[src/rtl/dec_to_bin_parser_pkg.sv]
// Shared definitions for the decimal entry parser and the font renderer.
// Character codes presented on the 4-bit keypad/character bus, the parser
// state encoding, and a small classification helper.
package dec_to_bin_parser_pkg;

    localparam logic [3:0] CH_DIGIT_MAX = 4'h9;
    localparam logic [3:0] CH_MINUS     = 4'hA;  // rendered as '-' by the font ROM
    localparam logic [3:0] CH_CLEAR     = 4'hB;
    localparam logic [3:0] CH_ENTER     = 4'hF;

    typedef enum logic [1:0] {
        S_IDLE  = 2'd0,
        S_ACCUM = 2'd1,
        S_OUT   = 2'd2
    } state_t;

    function automatic logic is_digit(input logic [3:0] c);
        return (c <= CH_DIGIT_MAX);
    endfunction

endpackage

[src/rtl/dec_to_bin_parser_mul10_add.sv]
// mul10_add: combinational result = mag*10 + digit, built from two shifts
// and an add so no multiplier is inferred.
// Ports:
//   mag    - current accumulated magnitude (W bits)
//   digit  - new decimal digit, 0..9
//   result - mag*10 + digit, truncated to W bits (caller bounds mag)
module mul10_add
    import dec_to_bin_parser_pkg::*;
#(
    parameter int W = 16
) (
    input  logic [W-1:0] mag,
    input  logic [3:0]   digit,
    output logic [W-1:0] result
);

    assign result = (mag << 3) + (mag << 1) + {{(W-4){1'b0}}, digit};

endmodule

[src/rtl/dec_to_bin_parser.sv]
// dec_to_bin_parser: accepts a stream of character codes (optional leading
// minus, up to SEQ_DIGIT-1 decimal digits, enter) and produces the signed
// two's-complement value with a one-cycle out_valid pulse.
// Ports:
//   clk, rst             - clock and synchronous active-high reset
//   in_valid, in_char    - character handshake, accepted when in_ready is high
//   in_ready             - low only during the one-cycle result presentation
//   value, out_valid     - registered result and its one-cycle strobe
//   err                  - sticky syntax/overflow flag for the current entry
//   digit_cnt            - magnitude digits accepted so far
//
// state   | meaning
// S_IDLE  | nothing entered yet for this entry
// S_ACCUM | sign and/or at least one digit seen
// S_OUT   | result presented for one cycle, input stalled
module dec_to_bin_parser
    import dec_to_bin_parser_pkg::*;
#(
    parameter int SEQ_LEN   = 16,
    parameter int SEQ_DIGIT = SEQ_LEN / 4 + 1
) (
    input  logic                           clk,
    input  logic                           rst,
    input  logic                           in_valid,
    input  logic [3:0]                     in_char,
    output logic                           in_ready,
    output logic [SEQ_LEN-1:0]             value,
    output logic                           out_valid,
    output logic                           err,
    output logic [$clog2(SEQ_DIGIT):0]     digit_cnt
);

    localparam int CNT_W = $clog2(SEQ_DIGIT) + 1;
    localparam logic [CNT_W-1:0] CNT_MAX = CNT_W'(SEQ_DIGIT - 1);

    state_t             state;
    logic [SEQ_LEN-1:0] mag;
    logic [SEQ_LEN-1:0] mag_next;
    logic               neg;

    mul10_add #(.W(SEQ_LEN)) u_mul10_add (
        .mag    (mag),
        .digit  (in_char),
        .result (mag_next)
    );

    assign in_ready = (state != S_OUT);

    always_ff @(posedge clk) begin
        if (rst) begin
            state     <= S_IDLE;
            value     <= '0;
            out_valid <= 1'b0;
            err       <= 1'b0;
            digit_cnt <= '0;
            mag       <= '0;
            neg       <= 1'b0;
        end else begin
            out_valid <= 1'b0;
            case (state)
                S_OUT: begin
                    state     <= S_IDLE;
                    mag       <= '0;
                    neg       <= 1'b0;
                    digit_cnt <= '0;
                    err       <= 1'b0;
                end
                default: begin
                    if (in_valid) begin
                        if (is_digit(in_char)) begin
                            // Digit limit keeps mag below 2^(SEQ_LEN-1), so no overflow.
                            if (digit_cnt < CNT_MAX) begin
                                mag       <= mag_next;
                                digit_cnt <= digit_cnt + 1'b1;
                                state     <= S_ACCUM;
                            end else begin
                                err <= 1'b1;
                            end
                        end else begin
                            case (in_char)
                                CH_MINUS: begin
                                    if (state == S_IDLE) begin
                                        neg   <= 1'b1;
                                        state <= S_ACCUM;
                                    end else begin
                                        err <= 1'b1;
                                    end
                                end
                                CH_CLEAR: begin
                                    mag       <= '0;
                                    neg       <= 1'b0;
                                    digit_cnt <= '0;
                                    err       <= 1'b0;
                                    state     <= S_IDLE;
                                end
                                CH_ENTER: begin
                                    // -0 negates to 0, so no negative zero is possible.
                                    value     <= neg ? -mag : mag;
                                    out_valid <= 1'b1;
                                    state     <= S_OUT;
                                end
                                default: err <= 1'b1;
                            endcase
                        end
                    end
                end
            endcase
        end
    end

endmodule

[config.mk]
export PLATFORM = sky130hd
export DESIGN_NAME = dec_to_bin_parser
export DESIGN_NICKNAME = d
export VERILOG_FILES = /design/src/rtl/dec_to_bin_parser_pkg.sv /design/src/rtl/dec_to_bin_parser_mul10_add.sv /design/src/rtl/dec_to_bin_parser.sv
export SDC_FILE = /design/constraint.sdc
export NUM_CORES = 1
export LEC_CHECK = 0
export ABC_AREA = 1
export BUFFER_PORTS_ARGS = -buffer_cell sky130_fd_sc_hd__clkbuf_2
export CORE_MARGIN = 2
export CORE_UTILIZATION = 25
export DETAILED_ROUTE_END_ITERATION = 8
export PLACE_DENSITY = 0.45
export SYNTH_ARGS = -nofsm -noshare
export SYNTH_HDL_FRONTEND = slang
export SYNTH_SLANG_ARGS = --single-unit
[constraint.sdc]
create_clock -name clk -period 6.4 [get_ports clk]
set_input_delay 0.96 -clock clk [delete_from_list [all_inputs] [get_ports clk]]
set_output_delay 0.96 -clock clk [all_outputs]
set_load 0.03 [all_outputs]
==> flow_summary.toml <==
[final_layout]
layout_common_cells = "nand2_1 (116), inv_1 (68), dfxtp_1 (41)"
layout_commonest_cell = "nand2_1"
n_antenna_cell = 0
layoutNonFillerInstCount = 622
nets = 515
syn_to_final_growth_pct = 13.1
drive_above_1_share_pct = 13.6

[cts]
clock_latency_ns = 0.28
clkTransAtPathRegs_ns = 0.06
cts_tree = "yes"
cts_htree_levels = 2
ctsHoldBuffers = 0
clock_path_buffers = 2
post-cts-setup-buffers = 0
numClockSinks = 41
cts_resized = 0
cts_buffers = 5
cts-root-buf = "clkbuf_16"

[sta]
grt_setup_unrepaired = "false"
period_minus_slack_ns = 2.74
fin_skew_ns = 0.00281
worstMarginPinSlew_ns = 0.689
setup_viol = 0
slew_headroom_pct = 53.8
min_period_over_period_pct = 42.8
fmax_ghz = 0.365
timing.final.max_slew_violations = 0
hold_viol_final = 0
whs_ns = 0.462
finalSetupTns_ns = 0

[pwr]
p_leak_nw = 1.74
p_int_uw = 440
max-vdd-ir-drop_v = 0.0000926
p_comb_share_pct = 16.4
seq_power_share_pct = 43.5
power_density_mw_per_mm2 = 185
p_sw_uw = 188
switching_share_pct = 29.9
clock_power_share_pct = 40.1

[synthesis]
avgSynthCellArea_um2 = 6.66
ys_types = 39
synth_warnings = 0
syn_nets = 487
syn-cell-area_mm2 = 0.00300
synthCells = 450
synth-seq-cells = 41
seq_area_frac_synth_pct = 27.4

[status]
status = "completed"

[floorplanning]
initial_core_util_pct = 25.9
core_area_mm2 = 0.0116
row_count = 39
die_w_um = 113
die_y_um = 113
io_pins = 30
die_area_mm2 = 0.0129

[placed_design]
dp_hpwl_um = 5840
place_congestion = 0.829
portBuffers = 29
dp_cells = 614

[setup_path]
start_kind = "input port"
path_cells = "clkbuf_2 -> inv_1 -> fa_1 -> inv_1 -> ha_1 -> nand2_1 -> nor2_1 -> nand2_1 -> nand3_1 -> or2_2 -> nand3_1 -> a21oi_1"
cp_slowest_cell = "fa_1"
ff2ff_setup_slack_ns = 3.99
worstSetupPathType = "in -> reg"
critPathMaxFanout = 4
end_kind = "flip-flop"
cp_data_arrival_time_ns = 2.89
critPathRequiredTime_ns = 6.55
slowest_delay_ns = 0.59

[job]
cap_violations = 0

[grt]
grt_max_degree = 29
grt_pass1_wl_um = 12600
overflow = 0
grt_util_all_layers_pct = 12.0
antenna_found_initial = 0
first_global_vias = 2719

[detailed_routing]
via_per_inst = 4.55
drc = 0
initialDrtViolationCount = 93
firstDrtPassIters = 4
ant_nets = 0
avgRoutedWirePerCell_um = 12.2
vias = 2833
routed_wl_um = 7560

[min_path]
worstHoldPathType = "reg -> reg"
[cells in the mapped netlist]
library cell | instances | area share, %
xor2_1 | 6 | 1.8
nand3b_1 | 1 | 0.25
o21ai_2 | 1 | 0.29
buf_12 | 1 | 0.67
buf_4 | 2 | 0.50
o211ai_1 | 1 | 0.25
xnor2_1 | 2 | 0.58
or2_2 | 4 | 0.83
o21ai_1 | 3 | 0.50
nand2_2 | 11 | 2.3
buf_8 | 1 | 0.50
a21oi_1 | 34 | 5.7
dfxtp_1 | 41 | 27
nor2_1 | 34 | 4.3
a31oi_1 | 3 | 0.63
o21ai_0 | 21 | 3.5
fa_1 | 2 | 1.3
nor3_4 | 1 | 0.54
nand3_2 | 1 | 0.33
inv_1 | 68 | 8.5
o311ai_0 | 1 | 0.29
inv_4 | 1 | 0.21
inv_2 | 2 | 0.25
buf_6 | 1 | 0.38
nor3_1 | 1 | 0.17
clkinv_4 | 1 | 0.29
o21bai_1 | 1 | 0.25
nor2_2 | 1 | 0.21
nand4_1 | 8 | 1.7
o221ai_1 | 1 | 0.29
nor3_2 | 1 | 0.33
nand3_1 | 38 | 6.3
a21oi_2 | 4 | 1.2
ha_1 | 28 | 12
clkinv_1 | 1 | 0.13
buf_2 | 1 | 0.17
o21a_1 | 3 | 0.75
nand2_1 | 116 | 15
clkbuf_1 | 2 | 0.25
[critical path, delay by kind of cell]
kind	cells	cell delay, ns
AO/OA/AOI/OAI	1	0.06
buffers and inverters	3	0.24
AND/OR/NAND/NOR	6	0.73
adder cells (fa/ha/maj)	2	0.89
[power by group through the flow]
stage	clock, mW	combinational, mW	sequential, mW
floorplan	0	0.0748	0.282
global placement	0	0.103	0.279
detailed placement	0	0.104	0.279
CTS	0.263	0.104	0.273
global route	0.273	0.118	0.274
finish	0.252	0.103	0.273
[area by class of cell]
type                    count  area, um2
multi-input cells         328       1820
flip-flops and latches     41        821
inverters                  73        282
clock inverters             3       17.5
clock buffers               5        125
fillers                  1281       8180
well taps                 143        179
repair buffers             29        145
[cells by family after synthesis]
kind of cell / count (synthesis) / synth area share (%)
adder cells (fa/ha/maj): 30 / 13.0
buffers and inverters: 81 / 11.9
XOR/XNOR: 8 / 2.34
AND/OR/NAND/NOR: 217 / 31.8
flip-flops: 41 / 27.4
AO/OA/AOI/OAI: 73 / 13.6
[flip-flops by register name (all words and copies together) (netlist names)]
| signal | flops |
|---|---|
| out_valid | 1 |
| value | 16 |
| digit_cnt | 4 |
| state | 2 |
| neg | 1 |
| err | 1 |
| mag | 16 |
[metrics by stage]
| step | setup WS [ns] | instance area, um2 | util, % | total power [mW] |
|---|---|---|---|---|
| floorplan | 3.71 | 3000 | - | 0.357 |
| global placement | 3.38 | 3250 | 28.1 | 0.382 |
| detailed placement | 3.34 | 3250 | 28.1 | 0.383 |
| CTS | 3.64 | 3390 | 29.3 | 0.641 |
| global route | 3.53 | 3390 | 29.3 | 0.665 |
| finish | 3.66 | 3390 | 29.3 | 0.628 |
[routing by layer]
metal  track usage, %  routed length [um]
met5                0                   0
met4             2.85                  81
met3             2.28                 194
met2             21.2                3550
met1             15.1                3740
[path summary, 6_finish.rpt]
check | start | to | cells past startpoint
max | in_char[3] | mag[7] | 12
min | digit_cnt[3] | digit_cnt[3] | 2
min reg2reg | digit_cnt[3] | digit_cnt[3] | 2
max reg2reg | mag[2] | mag[7] | 11
Power figures use the tool's default switching activity.
